$ cat src/rtl/sram_access_ctrl.sv
// SRAM access sequencer: precharge, wordline/column-mux activation, optional
// sense, then a one-cycle done pulse. All outputs are registered.
module sram_access_ctrl #(
  parameter int PRE_CYC = 1,
  parameter int WL_CYC  = 2
) (
  input  logic        clk,
  input  logic        rst,
  input  logic        req,
  input  logic        we,
  input  logic [10:0] addr,
  input  logic [15:0] wdata,
  output logic        ready,
  output logic        done,
  output logic [15:0] rdata,
  output logic        pre_en,
  output logic        wl_en,
  output logic [7:0]  row_addr,
  output logic [7:0]  col_sel,
  output logic        write_en,
  output logic        sae,
  output logic [15:0] din_drv,
  input  logic [15:0] sa_out
);

  typedef enum logic [2:0] {IDLE, PRE, ACT, SENSE, DONE} state_t;

  localparam logic [3:0] PRE_LOAD = 4'(PRE_CYC - 1);
  localparam logic [3:0] WL_LOAD  = 4'(WL_CYC - 1);

  state_t      state;
  logic [3:0]  cnt;
  logic        we_q;
  logic [2:0]  col_q;
  logic [15:0] wdata_q;

  // Outputs are assigned on the transition into the state that owns them,
  // so each output register already holds the value for the coming cycle.
  always_ff @(posedge clk) begin
    if (rst) begin
      state    <= IDLE;
      cnt      <= 4'd0;
      we_q     <= 1'b0;
      col_q    <= 3'd0;
      wdata_q  <= 16'd0;
      ready    <= 1'b1;
      done     <= 1'b0;
      rdata    <= 16'd0;
      pre_en   <= 1'b0;
      wl_en    <= 1'b0;
      row_addr <= 8'd0;
      col_sel  <= 8'd0;
      write_en <= 1'b0;
      sae      <= 1'b0;
      din_drv  <= 16'd0;
    end else begin
      case (state)
        IDLE: begin
          if (req) begin
            state    <= PRE;
            cnt      <= PRE_LOAD;
            we_q     <= we;
            col_q    <= addr[2:0];
            wdata_q  <= wdata;
            row_addr <= addr[10:3];
            ready    <= 1'b0;
            pre_en   <= 1'b1;
          end
        end
        PRE: begin
          if (cnt == 4'd0) begin
            state    <= ACT;
            cnt      <= WL_LOAD;
            pre_en   <= 1'b0;
            wl_en    <= 1'b1;
            col_sel  <= 8'd1 << col_q;
            write_en <= we_q;
            din_drv  <= we_q ? wdata_q : 16'd0;
          end else begin
            cnt <= cnt - 4'd1;
          end
        end
        ACT: begin
          if (cnt == 4'd0) begin
            wl_en    <= 1'b0;
            write_en <= 1'b0;
            din_drv  <= 16'd0;
            if (we_q) begin
              state   <= DONE;
              col_sel <= 8'd0;
              done    <= 1'b1;
            end else begin
              // col_sel stays up so the sense amps see the selected column
              state <= SENSE;
              sae   <= 1'b1;
            end
          end else begin
            cnt <= cnt - 4'd1;
          end
        end
        SENSE: begin
          state   <= DONE;
          sae     <= 1'b0;
          col_sel <= 8'd0;
          rdata   <= sa_out;
          done    <= 1'b1;
        end
        DONE: begin
          state    <= IDLE;
          done     <= 1'b0;
          ready    <= 1'b1;
          row_addr <= 8'd0;
        end
        default: begin
          state    <= IDLE;
          ready    <= 1'b1;
          done     <= 1'b0;
          pre_en   <= 1'b0;
          wl_en    <= 1'b0;
          row_addr <= 8'd0;
          col_sel  <= 8'd0;
          write_en <= 1'b0;
          sae      <= 1'b0;
          din_drv  <= 16'd0;
        end
      endcase
    end
  end

endmodule

$ cat config.mk
export PLATFORM = sky130hd
export DESIGN_NAME = sram_access_ctrl
export DESIGN_NICKNAME = d
export VERILOG_FILES = /design/src/rtl/sram_access_ctrl.sv
export SDC_FILE = /design/constraint.sdc
export NUM_CORES = 1
export LEC_CHECK = 0
export ABC_CLOCK_PERIOD_IN_PS = 1700
export CORE_UTILIZATION = 41
export DETAILED_ROUTE_END_ITERATION = 10
export MAX_ROUTING_LAYER = met4
export PLACE_DENSITY = 0.75
export REMOVE_ABC_BUFFERS = 1
export SETUP_SLACK_MARGIN = 0.1
export SLEW_MARGIN = 20
export SYNTH_ARGS = -nofsm -noshare
export SYNTH_HDL_FRONTEND = slang
export SYNTH_SLANG_ARGS = --single-unit
export TNS_END_PERCENT = 20
$ cat constraint.sdc
create_clock -name clk -period 1.7 [get_ports clk]
set_input_delay 0.34 -clock clk [delete_from_list [all_inputs] [get_ports clk]]
set_output_delay 0.34 -clock clk [all_outputs]
set_load 0.03 [all_outputs]
Word level (Yosys, flattened, before mapping)
Index checks and enable logic that the tools add are counted.

Word-level logic and storage cells: 85. Flip-flop bits (word level): 81. Memories kept: 0. Bits in latches: 0. Output and inout bits: 54. Memory bits (read-only): 0. Input bits: 47. RAM bits: 0.

Equal/unequal tests: 10. Multipliers: 0. Shift operators: 1. Div/mod/pow operators: 0. $lt $le $gt $ge: 0. Add/subtract/negate cells: 1. Muxes and demuxes: 34. Reductions and logical operators: 18. Bitwise operators: 6.

Operator list (number): two-way mux 16 bit (3); one-hot mux 16 bit (3 select lines) (1); two-way mux 8 bit (4); one-hot mux 8 bit (3 select lines) (1); AND reduction 3 bit (6); one-hot mux 8 bit (2 select lines) (1); two-way mux 3 bit (4); two-way mux 4 bit (3); != test 2 bit (second input constant) (6); one-hot mux 1 bit (3 select lines) (4); one-hot mux 3 bit (4 select lines) (1); one-hot mux 4 bit (3 select lines) (1); OR reduction 3 bit (4); two-way mux 1 bit (9); << shifter 1 x 3 -> 8 bit (first input constant) (1); equality test 3 x 2 -> 1 bit (second input constant) (2); NOT 1 bit (6); zero test 4 bit (1); one-hot mux 1 bit (2 select lines) (2); AND reduction 2 bit (2); AND reduction 4 bit (1); OR reduction 2 bit (2); subtractor 4 x 1 -> 4 bit (second input constant) (1); equality test 3 x 1 -> 1 bit (second input constant) (1); 3 further kinds (3).

Logic depth before layout (Yosys ltp)
Word-level depth: 4. Gate-level depth with buffers: 7. Depth with buffers taken out: 6.

Worst setup path before layout
No wires, ideal clock.

Kind: register -> register. From: reg cnt[0]. To: reg cnt[3]. Cell stages (with the launch flop): 8. Setup time: 131 ps. Path buffers: 1. Required time: 1569 ps. Path slack: -48 ps. Arrival: 1618 ps. Clock period less this slack: 1748 ps. Path through: dfxtp_1 inv_1 ha_1 or3b_4 buf_2 or3_1 o2111ai_1 a31oi_1.

Cells in the longest elaborated chain, start to end: 3. Elaborated cells on any way between the ends: 7. Those cells by class: 1 x add/sub; 1 x eq/ne; 3 x mux; 2 x reduce/logical.

Ends and longest elaborated chain: start: declaration (RTL line 32) `logic [3:0] cnt;`; start signal: assignment (RTL line 80) `cnt <= cnt - 4'd1;`; start signal: assignment (RTL line 98) `cnt <= cnt - 4'd1;`; subtractor 4 x 1 -> 4 bit / zero test 4 bit (equally long branches); two-way mux 4 bit (tied with other cells) (RTL line 84) `if (cnt == 4'd0) begin`; one-hot mux 4 bit (3 select lines) / AND reduction 3 bit (equally long branches).

Parallel ways exist; a longest one is shown, timed or not. The select of a mux whose other input is x is not followed. A chain may end at the register's enable or synchronous reset.

Worst setup path after layout
From: reg cnt[1]. To: reg col_sel[6].

Cells in the longest elaborated chain, start to end: 3. Elaborated cells on any way between the ends: 4. Those cells by class: 2 x eq/ne; 2 x reduce/logical.

Ends and longest elaborated chain: zero test 4 bit (*) (RTL line 71, 84); != test 2 bit (no line); AND reduction 4 bit (no line) (*); end signal: assignment (RTL line 76) `col_sel <= 8'd1 << col_q;`; end: declaration (RTL line 19) `output logic [7:0] col_sel,`.

Mark *: on every way between the ends. The rest lies on a longest branch, timed or not.

==> results.txt <==
The flow ran to the end, but the final reports show violations. The checks that failed: setup timing. The floorplan step set the die height to 89.3 um. Endpoint of the worst hold path: cnt[0]. The routed design has 8030 um of wire. The worst register-to-register path has a setup slack of -0.03 ns. The worst setup path is of the reg -> reg kind. The longest clock path from root to sink contains 2 buffers. The adder and majority gate portion of the synthesized area works out to 0.00800.

The xor/xnor share of the synthesized area works out to 0. The combinational share of power came out at 0.429. The number of placed instances, taps included, is 563. Total power for the finished layout comes to 6.79 mW.

Post-synthesis simple-gate area fraction: 0.229. Number of enable flip-flop cells after synthesis: 0. Once detail routing completed, the nets flagged for antenna violations numbered 0.

The endpoint arrival time on the critical path came out at 2.03 ns. The tools report the first-pass detailed-route iteration total as 4. By area, the combinational part of the netlist is dominated by simple AND/OR/NAND/NOR gates. The register share of total power was 0.360.

STA classifies the critical path endpoint as a flop. Number of global-route vias before repair: 2,724. In the layout the commonest cells are sky130_fd_sc_hd__nand2_1, sky130_fd_sc_hd__dfxtp_1, sky130_fd_sc_hd__a21oi_1, sky130_fd_sc_hd__dlygate4sd2_1, sky130_fd_sc_hd__clkdlybuf4s50_1.

Measured along the x axis, the die boundary spans 89.3 um. The Yosys step of the flow raised 0 warnings. The number of clock buffers added by TritonCTS is 9. Of all nets on the critical path, the largest fanout is 8. The ratio of routed vias to standard cells is 5.02, and the total number of clock tree sinks is 81. For this design the ratio of total power to cell area is 1440 mW/mm2.

The run gives 0.211 as the clock network fraction of total power. The overall fraction of global-route tracks in use is 0.209, and the largest net degree at the start of global routing is 41. Across the routed clock network, the largest skew measured is 0.00866 ns. Setup repair after global routing could not meet its margin everywhere. TritonCTS built the clock tree. Before CTS, the worst setup slack after placement is -0.246 ns.

The aggregate global routing overflow was 0; the number of flip-flops and latches in the synthesized netlist was 81. The worst vdd rail ir drop was 0.000758 V; the final count of pins violating max slew was 0. The post-detailed-route DRC marker count was 0; the total internal power was 4.21 mW. The placeable core region is 0.00733 mm2, and the area fraction in compound gates after synthesis is 0.202. met2 is the most crowded layer.

The dominant register cell in the synthesized netlist is sky130_fd_sc_hd__dfxtp_1. The die covers 0.00798 mm2. With fillers left out, the area of the finished cells amounts to 0.00472 mm2.

Buffers inserted to repair hold after CTS numbered 0. After clock tree synthesis, the clock-pin slew on the worst setup and hold paths is 0.08 ns. The hold violation count in the final report is 0, and the length in cells of the worst reg-to-reg path is 6. Port buffering added 100 buffers. In this run the most critical hold path is launched from rst. The logs give 2.00 ns for the required time of the critical path and 361 for the gate count after technology mapping.

The startpoint of the lowest-slack register-to-register path is cnt[1]. Upper clock frequency limit: 577 MHz. The average wire per cell in the routed design is 13.7 um.

Most frequent standard cell in the layout excluding fill and tap cells: sky130_fd_sc_hd__nand2_1. The share of cell area taken by muxes after synthesis is 0. The synthesis-to-finish area growth is 50.9%. For the pin with the worst max-slew slack, the measured transition is 0.421 ns. The final worst-path cycle share was 1.02; the final net count was 531.

The worst setup path is launched from a flop. For the met2 layer usage reported by global route, the log shows 0.331. The total placed instance area was 0.00437 mm2; the share of total power consumed by net switching was 0.380.

The global routing met3 resource utilization was 0.0711; the worst max-slew margin expressed relative to the limit was 0.720. For the final worst slack, the log shows -0.0326 ns. The fraction of synthesis flops using an asynchronous set or reset pin was 0. The initial antenna violation count was 0; the met1 global-route usage was 0.246. For this design the total switching power over the nets is 2.58 mW. After synthesis the cells add up to 0.00313 mm2.

The synthesized area divided by synthesized cell count is 8.66 um2. The fraction of layout instances using a drive strength above 1 was 0.164. The run gives 0.644 as the final standard cell utilization of the core. The floorplan has 31 rows. The worst hold path belongs to the class in -> reg. Setup violations remaining at the end of the flow were counted as 4. The wire length of the first global-routing pass was 12,400 um; the initial core utilization was 0.427. The final weighted congestion in routability-driven placement is 0.928, and the clock latency on the worst-skew pair is 0.36 ns.

The final critical path time including I/O delays and setup was 1.73 ns; the number of levels in the clock H-tree was 3. Leakage power of the design: 1.99 nW. Yosys mapped the design onto 44 distinct sky130hd cell types.

The share of synthesized area occupied by flip-flops and latches is 0.518, and the number of instances on the worst hold path is 3. Master cell of the clock root buffer: sky130_fd_sc_hd__clkbuf_8. In this run the critical register-to-register path is captured at col_sel[6]. During I/O placement, the number of pins put on the boundary was 101.

The detailed router finished its first iteration with 111 violations. The count of antenna diodes in the layout was 0. The max capacitance violation total is 0, and the via count is 2,939.

The run gives 5390 um as the HPWL after detailed placement. Leaving out filler cells and counting taps, the final layout contains 586.
per-layer routing:
metal | up-vias | part of all wire
met3 | 11 | 0.066
met2 | 89 | 0.48
li1 | 1483 | -
met5 | - | 0
met1 | 1356 | 0.44
met4 | 0 | 0.010
kinds of logic after synthesis:
family                   count (synthesis)
AO/OA/AOI/OAI                           97
AND/OR/NAND/NOR                        154
buffers and inverters                   27
flip-flops                              81
adder cells (fa/ha/maj)                  2
what timing repair did:
| item | 4_1_cts | 5_1_grt |
|---|---|---|
| gates cloned | 0 | 4 |
| setup endpoints to repair | 87 | 65 |
| gates resized for setup | 67 | 14 |
| pin swaps | 22 | 14 |
| setup buffers | 1 | 3 |
synth_stat cells (all sizes together), types with 2 or more instances:
master  count  area, um2
a211oi      2       15.0
a21o        3       22.5
a21oi      60        300
a221oi      2       52.6
a22o       16        140
buf        13       80.1
clkbuf      9       33.8
dfxtp      81       1620
ha          2       25.0
inv         5       18.8
nand2     102        383
nand3       9       45.0
nand4       3       18.8
nor2       14       60.1
nor2b       3       18.8
nor3        7       46.3
nor3b       3       32.5
o21ai       4       20.0
or2         2       12.5
or3         2       12.5
or3b        2       20.0
worst max-delay path: stages, from the launching register on:
cell and delay (ns):
sky130_fd_sc_hd__dfxtp_2 0.34, sky130_fd_sc_hd__inv_4 0.07, sky130_fd_sc_hd__ha_4 0.14, sky130_fd_sc_hd__or3b_4 0.42, sky130_fd_sc_hd__a221oi_4 0.40, sky130_fd_sc_hd__nand3_1 0.15, sky130_fd_sc_hd__a21oi_2 0.15
area by class of cell:
type	instances	area (um2)
Sequential cell	81	1630
Timing Repair Buffer	132	1300
Clock buffer	9	124
Tap cell	99	124
Fill cell	621	2610
Clock inverter	7	80.1
Multi-Input combinational cell	253	1450
Inverter	5	21.3
sequential cells by signal, summed over array words and instances, names as in the netlist, 3 cells and up:
| signal | cells |
|---|---|
| col_q | 3 |
| rdata | 16 |
| wdata_q | 16 |
| row_addr | 8 |
| din_drv | 16 |
| col_sel | 8 |
| cnt | 4 |
| state | 3 |
power by group through the flow:
stage	Combinational (mW)	Clock, mW	Sequential, mW
global route	3.17	1.54	2.48
CTS	2.68	1.46	2.43
global placement	2.61	0	2.45
finish	2.91	1.43	2.45
detailed placement	2.66	0	2.46
floorplan	1.25	0	2.68
through the flow:
| stage | hold slack, ns | setup TNS (ns) |
|---|---|---|
| final | 0.386 | -0.0542 |
| after global routing | 0.391 | -0.965 |
| after floorplan | 0.409 | -6.51 |
| after CTS | 0.368 | 0 |
| after global placement | 0.433 | -3.44 |
| after detailed placement | 0.444 | -5.01 |
worst max path at each step:
stage,from,cells after the start,slack (ns),to
finish,cnt[1],6,-0.03,col_sel[6]
global route,cnt[1],6,-0.10,col_sel[6]
CTS,cnt[1],6,0.03,col_sel[5]
detailed placement,req,6,-0.25,wdata_q[3]
global placement,req,6,-0.16,wdata_q[6]
floorplan,state[0],4,-0.31,col_q[0]
No activity file was read; power rests on OpenSTA's default activity.
